===== src/rtl/wb_master_pkg.sv =====
// Shared types for the polling Wishbone initiator: command op codes,
// response status codes, FSM states and default bus widths.
package wb_master_pkg;

  localparam int DEFAULT_ADR_WIDTH = 32;
  localparam int DEFAULT_DAT_WIDTH = 32;

  typedef enum logic [1:0] {
    OP_WRITE   = 2'b00,
    OP_READ    = 2'b01,
    OP_POLL    = 2'b10,
    OP_ILLEGAL = 2'b11
  } op_e;

  typedef enum logic [1:0] {
    ST_OK        = 2'b00,
    ST_TIMEOUT   = 2'b01,
    ST_EXHAUSTED = 2'b10,
    ST_ILLEGAL   = 2'b11
  } status_e;

  typedef enum logic [1:0] {
    IDLE = 2'b00,
    BUS  = 2'b01,
    GAP  = 2'b10,
    RESP = 2'b11
  } state_e;

endpackage


===== src/rtl/wb_poll_master.sv =====
// Command-driven Wishbone classic initiator issuing single writes, reads and
// polled reads, returning one response (data + status) per accepted command.
module wb_poll_master
  import wb_master_pkg::*;
#(
  parameter int WB_ADR_WIDTH = DEFAULT_ADR_WIDTH,
  parameter int WB_DAT_WIDTH = DEFAULT_DAT_WIDTH,
  parameter int ACK_TIMEOUT  = 255,
  parameter int POLL_MAX     = 1023,
  parameter int POLL_GAP     = 4
) (
  input  logic                      clk,
  input  logic                      rst,
  input  logic                      cmd_valid_i,
  output logic                      cmd_ready_o,
  input  logic [1:0]                cmd_op_i,
  input  logic [WB_ADR_WIDTH-1:0]   cmd_adr_i,
  input  logic [WB_DAT_WIDTH-1:0]   cmd_dat_i,
  input  logic [WB_DAT_WIDTH-1:0]   cmd_mask_i,
  output logic                      rsp_valid_o,
  input  logic                      rsp_ready_i,
  output logic [WB_DAT_WIDTH-1:0]   rsp_dat_o,
  output logic [1:0]                rsp_status_o,
  output logic [WB_ADR_WIDTH-1:0]   wb_adr_o,
  output logic [WB_DAT_WIDTH-1:0]   wb_dat_o,
  output logic                      wb_we_o,
  output logic                      wb_cyc_o,
  output logic                      wb_stb_o,
  output logic [WB_DAT_WIDTH/8-1:0] wb_sel_o,
  input  logic                      wb_ack_i,
  input  logic [WB_DAT_WIDTH-1:0]   wb_dat_i
);

  // One counter serves both the ack timeout (BUS) and the inter-poll gap (GAP).
  localparam int CNT_MAX = (ACK_TIMEOUT > POLL_GAP) ? ACK_TIMEOUT : POLL_GAP;
  localparam int CW      = (CNT_MAX < 2) ? 1 : $clog2(CNT_MAX);
  localparam int TW      = (POLL_MAX < 2) ? 1 : $clog2(POLL_MAX + 1);

  state_e                  state, state_n;
  logic [CW-1:0]           cnt, cnt_n;
  logic [TW-1:0]           tries, tries_n;
  op_e                     op_q, op_n;
  logic [WB_DAT_WIDTH-1:0] dat_q, dat_n;
  logic [WB_DAT_WIDTH-1:0] mask_q, mask_n;
  logic                    cyc_q, cyc_n;
  logic                    we_q, we_n;
  logic [WB_ADR_WIDTH-1:0] adr_q, adr_n;
  logic [WB_DAT_WIDTH-1:0] wdat_q, wdat_n;
  logic                    rsp_valid_q, rsp_valid_n;
  logic [WB_DAT_WIDTH-1:0] rsp_dat_q, rsp_dat_n;
  status_e                 rsp_status_q, rsp_status_n;

  always_ff @(posedge clk) begin
    if (rst) begin
      state        <= IDLE;
      cnt          <= '0;
      tries        <= '0;
      op_q         <= OP_WRITE;
      dat_q        <= '0;
      mask_q       <= '0;
      cyc_q        <= 1'b0;
      we_q         <= 1'b0;
      adr_q        <= '0;
      wdat_q       <= '0;
      rsp_valid_q  <= 1'b0;
      rsp_dat_q    <= '0;
      rsp_status_q <= ST_OK;
    end else begin
      state        <= state_n;
      cnt          <= cnt_n;
      tries        <= tries_n;
      op_q         <= op_n;
      dat_q        <= dat_n;
      mask_q       <= mask_n;
      cyc_q        <= cyc_n;
      we_q         <= we_n;
      adr_q        <= adr_n;
      wdat_q       <= wdat_n;
      rsp_valid_q  <= rsp_valid_n;
      rsp_dat_q    <= rsp_dat_n;
      rsp_status_q <= rsp_status_n;
    end
  end

  always_comb begin
    state_n      = state;
    cnt_n        = cnt;
    tries_n      = tries;
    op_n         = op_q;
    dat_n        = dat_q;
    mask_n       = mask_q;
    cyc_n        = cyc_q;
    we_n         = we_q;
    adr_n        = adr_q;
    wdat_n       = wdat_q;
    rsp_valid_n  = rsp_valid_q;
    rsp_dat_n    = rsp_dat_q;
    rsp_status_n = rsp_status_q;

    unique case (state)
      IDLE: begin
        if (cmd_valid_i) begin
          op_n   = op_e'(cmd_op_i);
          dat_n  = cmd_dat_i;
          mask_n = cmd_mask_i;
          if (op_e'(cmd_op_i) == OP_ILLEGAL) begin
            state_n      = RESP;
            rsp_valid_n  = 1'b1;
            rsp_status_n = ST_ILLEGAL;
            rsp_dat_n    = '0;
          end else begin
            state_n = BUS;
            cnt_n   = '0;
            tries_n = TW'(1);
            cyc_n   = 1'b1;
            we_n    = (op_e'(cmd_op_i) == OP_WRITE);
            adr_n   = cmd_adr_i;
            wdat_n  = (op_e'(cmd_op_i) == OP_WRITE) ? cmd_dat_i : '0;
          end
        end
      end

      BUS: begin
        // An ack on the final timeout cycle still completes the transfer.
        if (wb_ack_i) begin
          cnt_n  = '0;
          cyc_n  = 1'b0;
          we_n   = 1'b0;
          wdat_n = '0;
          if (op_q != OP_POLL) begin
            state_n      = RESP;
            rsp_valid_n  = 1'b1;
            rsp_status_n = ST_OK;
            rsp_dat_n    = (op_q == OP_READ) ? wb_dat_i : '0;
          end else if (((wb_dat_i ^ dat_q) & mask_q) == '0) begin
            state_n      = RESP;
            rsp_valid_n  = 1'b1;
            rsp_status_n = ST_OK;
            rsp_dat_n    = wb_dat_i;
          end else if (tries == TW'(POLL_MAX)) begin
            state_n      = RESP;
            rsp_valid_n  = 1'b1;
            rsp_status_n = ST_EXHAUSTED;
            rsp_dat_n    = wb_dat_i;
          end else begin
            tries_n = tries + 1'b1;
            if (POLL_GAP == 0) begin
              state_n = BUS;
              cyc_n   = 1'b1;
            end else begin
              state_n = GAP;
            end
          end
        end else if (cnt == CW'(ACK_TIMEOUT - 1)) begin
          state_n      = RESP;
          cnt_n        = '0;
          cyc_n        = 1'b0;
          we_n         = 1'b0;
          wdat_n       = '0;
          rsp_valid_n  = 1'b1;
          rsp_status_n = ST_TIMEOUT;
          rsp_dat_n    = '0;
        end else begin
          cnt_n = cnt + 1'b1;
        end
      end

      GAP: begin
        if (cnt == CW'(POLL_GAP - 1)) begin
          state_n = BUS;
          cnt_n   = '0;
          cyc_n   = 1'b1;
        end else begin
          cnt_n = cnt + 1'b1;
        end
      end

      RESP: begin
        if (rsp_ready_i) begin
          state_n     = IDLE;
          rsp_valid_n = 1'b0;
        end
      end

      default: state_n = IDLE;
    endcase
  end

  assign cmd_ready_o  = (state == IDLE) && !rst;
  assign rsp_valid_o  = rsp_valid_q;
  assign rsp_dat_o    = rsp_dat_q;
  assign rsp_status_o = rsp_status_q;
  assign wb_adr_o     = adr_q;
  assign wb_dat_o     = wdat_q;
  assign wb_we_o      = we_q;
  assign wb_cyc_o     = cyc_q;
  assign wb_stb_o     = cyc_q;
  assign wb_sel_o     = '1;

endmodule


===== config.mk =====
export PLATFORM = sky130hd
export DESIGN_NAME = wb_poll_master
export DESIGN_NICKNAME = d
export VERILOG_FILES = /design/src/rtl/wb_master_pkg.sv /design/src/rtl/wb_poll_master.sv
export SDC_FILE = /design/constraint.sdc
export NUM_CORES = 1
export LEC_CHECK = 0
export CORE_UTILIZATION = 50
export CTS_BUF_LIST = sky130_fd_sc_hd__clkbuf_8
export DETAILED_ROUTE_END_ITERATION = 8
export GPL_TIMING_DRIVEN = 0
export PLACE_DENSITY = 0.86
export REMOVE_ABC_BUFFERS = 1
export SLEW_MARGIN = 20
export SYNTH_ARGS = -nofsm -noshare
export SYNTH_HDL_FRONTEND = slang
export SYNTH_SLANG_ARGS = --single-unit

===== constraint.sdc =====
create_clock -name clk -period 6.65 [get_ports clk]
set_input_delay 1.995 -clock clk [delete_from_list [all_inputs] [get_ports clk]]
set_output_delay 1.995 -clock clk [all_outputs]
set_load 0.005 [all_outputs]

==> summary.txt <==
Worst setup path
  • Max stage delay on crit path: 0.45 ns
  • Crit. End Element: output port
  • Launching point of the worst reg2reg path: state[0]$_SDFFE_PP0P_
  • Critical path data required time: 4.66 ns
  • Crit start category: primary input
  • Crit path kind: in -> out
  • Setup crit start: rst
  • Worst Path Buf+Inv: 3
  • Crit path max-delay family: buffers and inverters
  • Critical path cell sequence: buf_8 > buf_16 > nor2b_1 > clkdlybuf4s50_1
  • Worst path slowest cell: clkdlybuf4s50_1
  • CP max FO: 94
  • WP data arrival: 3.28 ns

STA
  • Final hold vios: 0
  • Final hold slack: 0.459 ns
  • Worst Tran Pin Value: 0.794 ns
  • FMAX: 0.189 GHz
  • Final setup vio count: 0
  • Worst clock skew: 0.0141 ns
  • Slew Viols, Final: 0
  • Headroom to the max-slew limit: 47.1%
  • RSZ-0062 raised after global routing: no
  • Post-layout min period: 5.28 ns
  • Final period util: 79.4%

Floorplanning
  • Row cnt: 44
  • Die height: 125 um
  • Starting Density: 51.6%
  • Die Width: 125 um
  • Placeable core area: 14,600 um^2
  • I/O pin total: 242
  • Die area: 15,500 um^2

Power and ir drop
  • Worst vdd ir: 0.225 mV
  • Cell Pwr Density: 300 nW/um^2
  • Leakage: 0.00391 uW

Min path
  • Hold path startpoint: wb_adr_o[7]$_SDFFE_PP0P_
  • HP Class: reg -> reg

Run status
  • Outcome: complete, no violations

CTS
  • Clk_lat worst skew: 0.47 ns
  • H-Tree Depth: 4
  • Worst-case clock buffer depth: 2
  • CTS tree: done
  • Clock transition at path regs: 0.09 ns
  • Setup Buffers After CTS: 0
  • Clk sinks: 187
  • CTS root buf: clkbuf_8
  • Clock buffer count from CTS: 17
  • CTS Hold Bufs: 0
  • CTS resizes: 0

Layout
  • Post-layout util: 72.4%
  • Final net count: 1,259
  • Post-Layout Inst Area: 10,600 um^2
  • Share of cells above drive strength 1: 5.59%
  • Area Growth Syn to Fin: 40.3%
  • Fill count: 1,111
  • FF/Latch Area: 3740 um^2
  • Area occupied by multi-input gates: 3520 um^2
  • Antenna Cells: 0

Global routing
  • GRT Total Usage: 26.2%
  • First-pass GRT wire length: 32,900 um
  • Initial antenna violation count: 0
  • Largest net degree at the start of global routing: 95
  • Number of global-route vias before repair: 6,599
  • Gr ovfl total: 0

Detailed routing
  • Post-route DRC: 0
  • Post-route ant nets: 0
  • Routed via count: 6,979
  • Via density: 5.32
  • Iteration-0 DRC count of the detailed router: 494
  • DR WL/cell: 15.6 um
  • Detailed Route WL: 20,500 um
  • DR pass1 iterations: 7

Place
  • Post-DP HPWL: 13,800 um
  • Port bufs: 237
  • GPL Wtd Cong: 0.816
  • DP Area: 10,100 um^2

Yosys
  • Ys async rst share: 0%
  • Top-count cell post-synth: nand2_1
  • Syn Inst Count: 907
  • Top_reg_cell synth: dfxtp_1
  • Synth area leader: dfxtp_1
  • Synth cell types: 45
  • Synth top area share: 49.7%
  • Synth top area cells: dfxtp_1 (50%), nand2_1 (11%), a21oi_1 (7.6%), a22oi_1 (4.8%), xor2_1 (4.2%)
  • Mapped Avg Cell Area: 8.30 um^2
  • EDFF count, synth: 0
  • Sequential share of the synthesized area: 49.7%
  • Mapped cell area: 7530 um^2
  • Warnings from Yosys: 0
  • Seq cells post-synth: 187
  • Synth cell count leaders: nand2_1 (215), dfxtp_1 (187), a21oi_1 (114)

Job
  • Max Cap Viol: 0
## sequential cells by signal (all words and copies together), names as in the netlist
register,flops
rsp_valid_o,1
dat_q,32
wb_adr_o,32
rsp_status_o,2
wb_dat_o,32
mask_q,32
op_q,2
wb_we_o,1
rsp_dat_o,32
wb_cyc_o,1
tries,10
state,2
cnt,8
## layer usage
layer	track usage [%]	routed length [um]	vias up
met5	0	0	-
met4	9.71	554	0
met3	7.00	1240	39
met2	43.6	10000	216
met1	32.3	8670	3264
li1	-	-	3460
## tightest hold or removal path, stage by stage (launching register included)
cell and delay (ns):
dfxtp_1 0.32, nand2_1 0.05, a21oi_1 0.05
## final cells by class
type | instances | share of cell area [%]
clock buffers | 17 | 2.22
multi-input cells | 652 | 33.3
flip-flops and latches | 187 | 35.5
repair buffers | 250 | 24.3
clock inverters | 15 | 2.30
inverters | 7 | 0.249
well taps | 184 | 2.18
## final timing paths
kind / end / slack [ns] / cells past startpoint
max reg2reg: wb_dat_o[14]$_SDFFE_PP0P_ / 3.27 / 7
max: cmd_ready_o / 1.37 / 4
min reg2reg: wb_adr_o[7]$_SDFFE_PP0P_ / 0.46 / 2
min: wb_adr_o[7]$_SDFFE_PP0P_ / 0.46 / 2
## power by group
part           switching [uW]  leakage [uW]  total, uW  internal, uW
Combinational             533       0.00214        943           410
Sequential               76.8       0.00152       1320          1240
Clock                     412      0.000246        899           487
## per-stage QoR
stage,worst slack (ns),total power [uW],TNS (ns),std cells
final,1.37,3160,0,1312
after global routing,1.25,3340,0,1312
after CTS,1.33,3180,0,1312
after detailed placement,1.33,2280,0,1280
after global placement,-5.53,2210,-363.61,1267
after floorplan,0.652,1830,0,846
## kinds of logic after synthesis
logic type | count (synthesis) | synth area share [%]
AO/OA/AOI/OAI | 213 | 16.5
XOR/XNOR | 40 | 4.65
adder cells (fa/ha/maj) | 9 | 1.50
buffers and inverters | 71 | 4.27
flip-flops | 187 | 49.7
multiplexers | 5 | 0.698
other | 1 | 0.0498
AND/OR/NAND/NOR | 381 | 22.6
## placed cells by master, fill, tap and decap left out, types with 11 or more instances in the layout
| cell type | count |
|---|---|
| nand2_1 | 213 |
| nand3_1 | 36 |
| dfxtp_1 | 187 |
| a21oi_1 | 113 |
| nand2b_1 | 37 |
| xor2_1 | 36 |
| clkbuf_8 | 17 |
| clkdlybuf4s50_1 | 236 |
| nor2_1 | 53 |
| a22oi_1 | 48 |
| nand4_1 | 11 |
| o21ai_0 | 36 |
(Power assumes the default switching activity.)
